## src/rtl/ws2812_pkg.sv

```systemverilog
// Shared WS2812B definitions: receiver state encoding and 40 MHz line timing used by transmitter and receiver.
package ws2812_pkg;

  typedef enum logic [1:0] {WAIT_LOW, LOW, HIGH} rx_state_t;

  // Nominal symbol timing in 40 MHz clocks (25 ns each).
  localparam int T0H     = 16;
  localparam int T0L     = 34;
  localparam int T1H     = 32;
  localparam int T1L     = 18;
  localparam int T_RESET = 2000;

endpackage

```

## src/rtl/ws2812_pulse_meter.sv

```systemverilog
// Synchronises din, flags its edges and measures the length of the current high/low run.
// cnt restarts at 1 on every edge (or while clr is held) and saturates at RESET_CYCLES.
module ws2812_pulse_meter #(
  parameter int RESET_CYCLES = 1600,
  parameter int CW           = $clog2(RESET_CYCLES + 1)
) (
  input  logic          clk,
  input  logic          reset,
  input  logic          din,
  input  logic          clr,
  output logic          din_s,
  output logic          rise,
  output logic          fall,
  output logic [CW-1:0] cnt
);

  logic din_m;
  logic din_q;

  always_ff @(posedge clk) begin
    if (reset) begin
      din_m <= 1'b0;
      din_s <= 1'b0;
      din_q <= 1'b0;
    end else begin
      din_m <= din;
      din_s <= din_m;
      din_q <= din_s;
    end
  end

  assign rise = din_s & ~din_q;
  assign fall = ~din_s & din_q;

  always_ff @(posedge clk) begin
    if (reset)
      cnt <= '0;
    else if (clr || rise || fall)
      cnt <= CW'(1);
    else if (cnt != CW'(RESET_CYCLES))
      cnt <= cnt + CW'(1);
  end

endmodule

```

## src/rtl/ws2812_rx.sv

```systemverilog
// WS2812B receiver: classifies high pulses into bits, assembles LSB-first 24-bit pixels, detects the latch gap.
// Define WS2812_FWD_EN to forward the stream on dout after the first pixel of each frame (LED chaining).
module ws2812_rx
  import ws2812_pkg::*;
#(
  parameter int BIT_THRESH   = 24,
  parameter int MIN_HIGH     = 4,
  parameter int MAX_HIGH     = 48,
  parameter int RESET_CYCLES = 1600,
  parameter int PIX_W        = 7
) (
  input  logic             clk,
  input  logic             reset,
  input  logic             din,
  output logic [23:0]      pixel_data,
  output logic             pixel_valid,
  output logic             frame_done,
  output logic             bit_error,
  output logic [PIX_W-1:0] pixel_count,
  output logic             dout
);

  localparam int CW = $clog2(RESET_CYCLES + 1);

  rx_state_t      state;
  logic [4:0]     bit_idx;
  logic [23:0]    shift_reg;
  logic           pix_pend;
  logic           active;
  logic           din_s;
  logic           rise;
  logic           fall;
  logic [CW-1:0]  cnt;

  ws2812_pulse_meter #(
    .RESET_CYCLES (RESET_CYCLES),
    .CW           (CW)
  ) u_meter (
    .clk   (clk),
    .reset (reset),
    .din   (din),
    .clr   (state == WAIT_LOW),
    .din_s (din_s),
    .rise  (rise),
    .fall  (fall),
    .cnt   (cnt)
  );

  always_ff @(posedge clk) begin
    if (reset) begin
      state       <= WAIT_LOW;
      bit_idx     <= '0;
      shift_reg   <= '0;
      pix_pend    <= 1'b0;
      active      <= 1'b0;
      pixel_data  <= '0;
      pixel_valid <= 1'b0;
      frame_done  <= 1'b0;
      bit_error   <= 1'b0;
      pixel_count <= '0;
    end else begin
      pixel_valid <= 1'b0;
      frame_done  <= 1'b0;
      bit_error   <= 1'b0;
      if (frame_done)
        pixel_count <= '0;
      // The 24th bit lands in shift_reg one cycle before it is published.
      if (pix_pend) begin
        pix_pend    <= 1'b0;
        pixel_data  <= shift_reg;
        pixel_valid <= 1'b1;
        if (pixel_count != {PIX_W{1'b1}})
          pixel_count <= pixel_count + PIX_W'(1);
      end
      case (state)
        WAIT_LOW: if (!din_s) state <= LOW;
        LOW: begin
          if (rise)
            state <= HIGH;
          else if (cnt == CW'(RESET_CYCLES) && active) begin
            frame_done <= 1'b1;
            active     <= 1'b0;
            bit_idx    <= '0;
            if (bit_idx != 5'd0)
              bit_error <= 1'b1;
          end
        end
        HIGH: begin
          if (cnt > CW'(MAX_HIGH)) begin
            bit_error <= 1'b1;
            bit_idx   <= '0;
            state     <= WAIT_LOW;
          end else if (fall) begin
            state <= LOW;
            if (cnt < CW'(MIN_HIGH))
              bit_error <= 1'b1;
            else begin
              shift_reg[bit_idx] <= (cnt >= CW'(BIT_THRESH));
              active             <= 1'b1;
              if (bit_idx == 5'd23) begin
                bit_idx  <= '0;
                pix_pend <= 1'b1;
              end else
                bit_idx <= bit_idx + 5'd1;
            end
          end
        end
        default: state <= WAIT_LOW;
      endcase
    end
  end

`ifdef WS2812_FWD_EN
  logic fwd_open;

  // This receiver consumes the first pixel of the frame; everything after it passes downstream.
  always_ff @(posedge clk) begin
    if (reset) begin
      fwd_open <= 1'b0;
      dout     <= 1'b0;
    end else begin
      if (frame_done)
        fwd_open <= 1'b0;
      else if (pix_pend)
        fwd_open <= 1'b1;
      dout <= din_s & fwd_open;
    end
  end
`else
  assign dout = 1'b0;
`endif

endmodule

```

## config.mk

```make
export PLATFORM = sky130hd
export DESIGN_NAME = ws2812_rx
export DESIGN_NICKNAME = d
export VERILOG_FILES = /design/src/rtl/ws2812_pkg.sv /design/src/rtl/ws2812_pulse_meter.sv /design/src/rtl/ws2812_rx.sv
export SDC_FILE = /design/constraint.sdc
export NUM_CORES = 1
export LEC_CHECK = 0
export ABC_AREA = 1
export CAP_MARGIN = 30
export CORE_AREA = 2 2 128 105
export CTS_BUF_LIST = sky130_fd_sc_hd__clkbuf_4 sky130_fd_sc_hd__clkbuf_8
export DETAILED_ROUTE_END_ITERATION = 6
export DIE_AREA = 0 0 130 107
export PLACE_DENSITY = 0.47
export SKIP_LAST_GASP = 1
export SLEW_MARGIN = 20
export SYNTH_ARGS = -nofsm -noshare
export SYNTH_HDL_FRONTEND = slang
export SYNTH_SLANG_ARGS = --single-unit
```

## constraint.sdc

```tcl
create_clock -name clk -period 1.6 [get_ports clk]
set_clock_uncertainty 0.1 [all_clocks]
set_input_delay 0.16 -clock clk [delete_from_list [all_inputs] [get_ports clk]]
set_output_delay 0.16 -clock clk [all_outputs]
set_load 0.03 [all_outputs]
```

==> impl_summary.txt, run 1 <==
----------------------------------------------------
[Status]
  Run status ... finished with violations
  Violations in the final reports ... setup timing

[Worst setup path]
  Worst Reg-to-Reg Cells ... 12
  Worst setup EP type ... register
  FF-to-FF Start ... u_meter.cnt[0]$_SDFFE_PP0P_
  Critical path start-end classification ... register to register
  Reg2reg end ... shift_reg[14]$_SDFFE_PP0P_
  End point of the critical path ... shift_reg[14]$_SDFFE_PP0P_
  Reg-to-reg setup timing slack ... -0.12 ns
  Critical Path Fanout Max ... 6
  Crit start category ... register
  Data required time at the worst endpoint ... 1.80 ns
  Arrival time at the worst endpoint ... around 1.9 ns
  Worst setup startpoint ... u_meter.cnt[0]$_SDFFE_PP0P_

[Yosys]
  Number of warning messages in the yosys log ... 0
  Post-synth design cell area ... 3700 um2
  Synthesized flop and latch total ... approximately 80
  Syn Area/Cell ... 7.42 um2
  Post-Synthesis Cells ... 499
  Number of distinct library cells after synthesis ... 37
  Number of synthesized flops with an enable pin ... 0
  Flip-flop cell with the highest count after synthesis ... sky130_fd_sc_hd__dfxtp_1
  Mapped Nets ... around 510
  Share of flip-flops with an asynchronous set or reset ... 0
  Post-synthesis sequential area ratio ... 0.438

[CTS]
  Number of hold-repair buffers added at the cts stage ... 0
  Count of H-tree levels built during CTS ... 3
  Maximum clock insertion buffer count ... 2
  Clock tree from TritonCTS ... yes
  Number of buffers added by the clock tree synthesis step ... 9
  Clock transition at the registers of the reported paths ... 0.08 ns
  Number of sinks on the clock net ... a little over 80
  Cell at the root of the clock tree ... sky130_fd_sc_hd__clkbuf_8
  Clk Latency, worst-skew pair ... ~0.36 ns

[Placed design]
  Final weighted congestion in routability-driven placement ... 0.786
  Cell count after placement ... 735
  Worst slack, placed ... -0.121 ns
  Placed Instance Area ... 4620 um2
  Total half-perimeter wirelength after legalization and detailed placement ... between 6 and 7 mm
  Count of buffers from port buffering ... 36

[Power]
  Reported leakage power ... approximately 2.3 nW
  Net switching power ... ~0.0017 W
  Sw Ratio ... 0.328
  Share of total power in combinational logic ... 0.300
  Ratio of total power to cell area ... ~1000 nW/um2
  Clock power frac ... 0.288
  Internal power of the cells ... 0.00357 W
  Register share of total power ... 0.412
  Max IR drop VDD ... 543 uV

[Timing]
  Share of the clock period used by the worst path after layout ... 1.08
  RSZ-0062 raised after global routing ... yes
  Time the final worst path needs with I/O delays and setup ... 1.72 ns
  Max Fclk ... 581 MHz
  Hold Vio Cnt, Final ... 0
  Count of final max-slew check failures ... 0
  Post-route worst setup slack ... -0.120 ns
  Setup-failing EPs final ... 29

[Finish]
  Number of antenna cells inserted ... 0
  Combined flip-flop and latch cell area ... around 1600 um2
  Final non-filler cell area ... 5160 um2
  Number of fill cells ... roughly 1300
  Layout Cells excl Fill ... about 770
  Layout net count ... 602
  Total area of multi-input combinational cells ... between 2000 and 2500 um2
  Layout-stage area growth over the synthesis result ... 39.4%
  Ratio of cells with drive above 1 in the final layout ... 0.255

[Run]
  Count of max-cap constraint violations ... 0

[GRT]
  Aggregate global-route resource usage ... 0.146
  Number of antenna violations at the first check in global routing ... 0
  Wire length of the first global-routing pass ... 16.1 mm
  Leftover overflow at the end of global routing ... 0
  Vias in the first global route ... 3203
  Maximum number of pins on one net before global-route repair ... 34

[Floorplanning]
  Chip Height ... 107 um
  Die area ... 13900 um2
  Die Span X ... 130 um
  Placement Rows ... 37
  Area of the core region ... 12600 um2
  Starting Density ... 0.293
  Top-Level Pins ... 38

[Drt]
  Sum of routed wire length over all layers ... 9.49 mm
  Number of nets with antenna violations after routing ... 0
  Number of DRC violations after detailed routing ... 0
  DRT iter0 DRCs ... between 150 and 200
  Via density ... 4.58
  Routed via count ... 3510
  Router iterations before antenna repair ... 4
  Routed len/inst ... 12.4 um

[Hold path]
  Hold depth ... 3
  Min-delay worst type ... input port to register

----------------------------------------------------
==> through the flow <==
step | total power, W | setup TNS, ns | hold slack, ns | util
after global placement | 0.00350 | -0.419 | 0.295 | 0.366
after global routing | 0.00564 | -5.80 | 0.223 | 0.409
after floorplan | 0.00298 | 0 | 0.167 | -
after detailed placement | 0.00352 | -1.66 | 0.296 | 0.366
after CTS | 0.00522 | -1.94 | 0.210 | 0.396
final | 0.00532 | -1.52 | 0.224 | 0.409
==> cell families (layout without fill, tap and decap cells) <==
kind of cell | after synthesis | count (layout) | share of synthesized area
and+or+nand+nor | 237 | 237 | 0.302
other | 1 | 1 | 0.00101
buffers and inverters | 65 | 158 | 0.0736
AOI/OAI and AO/OA | 100 | 100 | 0.138
xor gates and xnor gates | 3 | 3 | 0.00709
adders and majority gates | 12 | 12 | 0.0405
DFF | 81 | 81 | 0.438
==> cell usage after synthesis (4+ instances only) <==
cell                        n  area share
sky130_fd_sc_hd__inv_1     34       0.034
sky130_fd_sc_hd__a21oi_1   42       0.057
sky130_fd_sc_hd__o21ai_0   40       0.054
sky130_fd_sc_hd__ha_1      12       0.041
sky130_fd_sc_hd__inv_2      4      0.0041
sky130_fd_sc_hd__nand3_1   17       0.023
sky130_fd_sc_hd__o21ai_1   14       0.019
sky130_fd_sc_hd__nor2_1    87       0.088
sky130_fd_sc_hd__nand2_1   73       0.074
sky130_fd_sc_hd__buf_2      4      0.0054
sky130_fd_sc_hd__clkbuf_1  16       0.016
sky130_fd_sc_hd__nand4_1   30       0.051
sky130_fd_sc_hd__nor3_2     4       0.011
sky130_fd_sc_hd__nor3_1     9       0.012
sky130_fd_sc_hd__dfxtp_1   81        0.44
==> critical path: stages, from the launching register on <==
cell	delay (ns)
sky130_fd_sc_hd__dfxtp_4	0.36
sky130_fd_sc_hd__inv_4	0.05
sky130_fd_sc_hd__ha_4	0.13
sky130_fd_sc_hd__nand2_4	0.05
sky130_fd_sc_hd__nand2_4	0.07
sky130_fd_sc_hd__nand2_4	0.06
sky130_fd_sc_hd__nor2_8	0.14
sky130_fd_sc_hd__inv_4	0.06
sky130_fd_sc_hd__nor2_8	0.17
sky130_fd_sc_hd__buf_6	0.13
sky130_fd_sc_hd__buf_12	0.11
sky130_fd_sc_hd__nand4_1	0.09
sky130_fd_sc_hd__a21oi_2	0.13
==> power by group through the flow <==
stage / clock [W] / combinational [W] / sequential [W]
floorplan: 0 / 0.000788 / 0.00219
global placement: 0 / 0.00127 / 0.00223
detailed placement: 0 / 0.00129 / 0.00223
CTS: 0.00158 / 0.00145 / 0.00219
global route: 0.00167 / 0.00177 / 0.00221
finish: 0.00153 / 0.00159 / 0.00219
==> placed cells by master, fill, tap and decap left out, drive strengths merged <==
master / n
conb: 1
nor3b: 1
dfxtp: 81
nand2: 76
bufinv: 1
a211oi: 1
nand3: 19
o21ai: 54
clkdlybuf4s50: 2
nand3b: 1
nor3: 13
a21boi: 1
dlygate4sd2: 34
clkinvlp: 2
buf: 66
a31oi: 1
or2: 4
clkinv: 3
nand4: 30
xor2: 3
o2bb2ai: 1
nor2: 92
a21oi: 42
ha: 12
inv: 39
nor4b: 1
clkbuf: 11
==> final cells by class <==
| class | instances | area share |
|---|---|---|
| Clock inverter | 5 | 0.0107 |
| Timing Repair Buffer | 102 | 0.183 |
| Multi-Input combinational cell | 353 | 0.390 |
| Inverter | 40 | 0.0300 |
| Clock buffer | 11 | 0.0281 |
| Tap cell | 175 | 0.0424 |
| Sequential cell | 81 | 0.316 |
==> worst min-delay path by stage <==
| stage | start | end |
|---|---|---|
| finish | din | u_meter.din_m$_SDFF_PP0_ |
| global route | din | u_meter.din_m$_SDFF_PP0_ |
| CTS | din | u_meter.din_m$_SDFF_PP0_ |
| detailed placement | u_meter.din_m$_SDFF_PP0_ | u_meter.din_s$_SDFF_PP0_ |
| global placement | u_meter.din_m$_SDFF_PP0_ | u_meter.din_s$_SDFF_PP0_ |
| floorplan | din | u_meter.din_m$_SDFF_PP0_ |
==> repair_timing <==
item	4_1_cts	5_1_grt
pin swaps	7	25
endpoints found under the setup margin	72	48
gates resized for setup	61	40
hold endpoints to repair	0	0
buffers inserted	9	5
cloned	2	0
==> metal layers <==
metal,GRT usage,vias to the layer above,wire [um]
li1,-,1829,-
met1,0.208,1605,5020
met2,0.212,62,3880
met3,0.0389,14,441
met4,0.0476,0,150
met5,0,-,0
Note: power is estimated with default switching activity, not from simulation.
==> inputs of run 2 (changes only) <==
- GPL_ROUTABILITY_DRIVEN: unset -> 0
==> results of run 2 <==
Same layout as run 1: the final DEF is identical, and so are final timing and power.
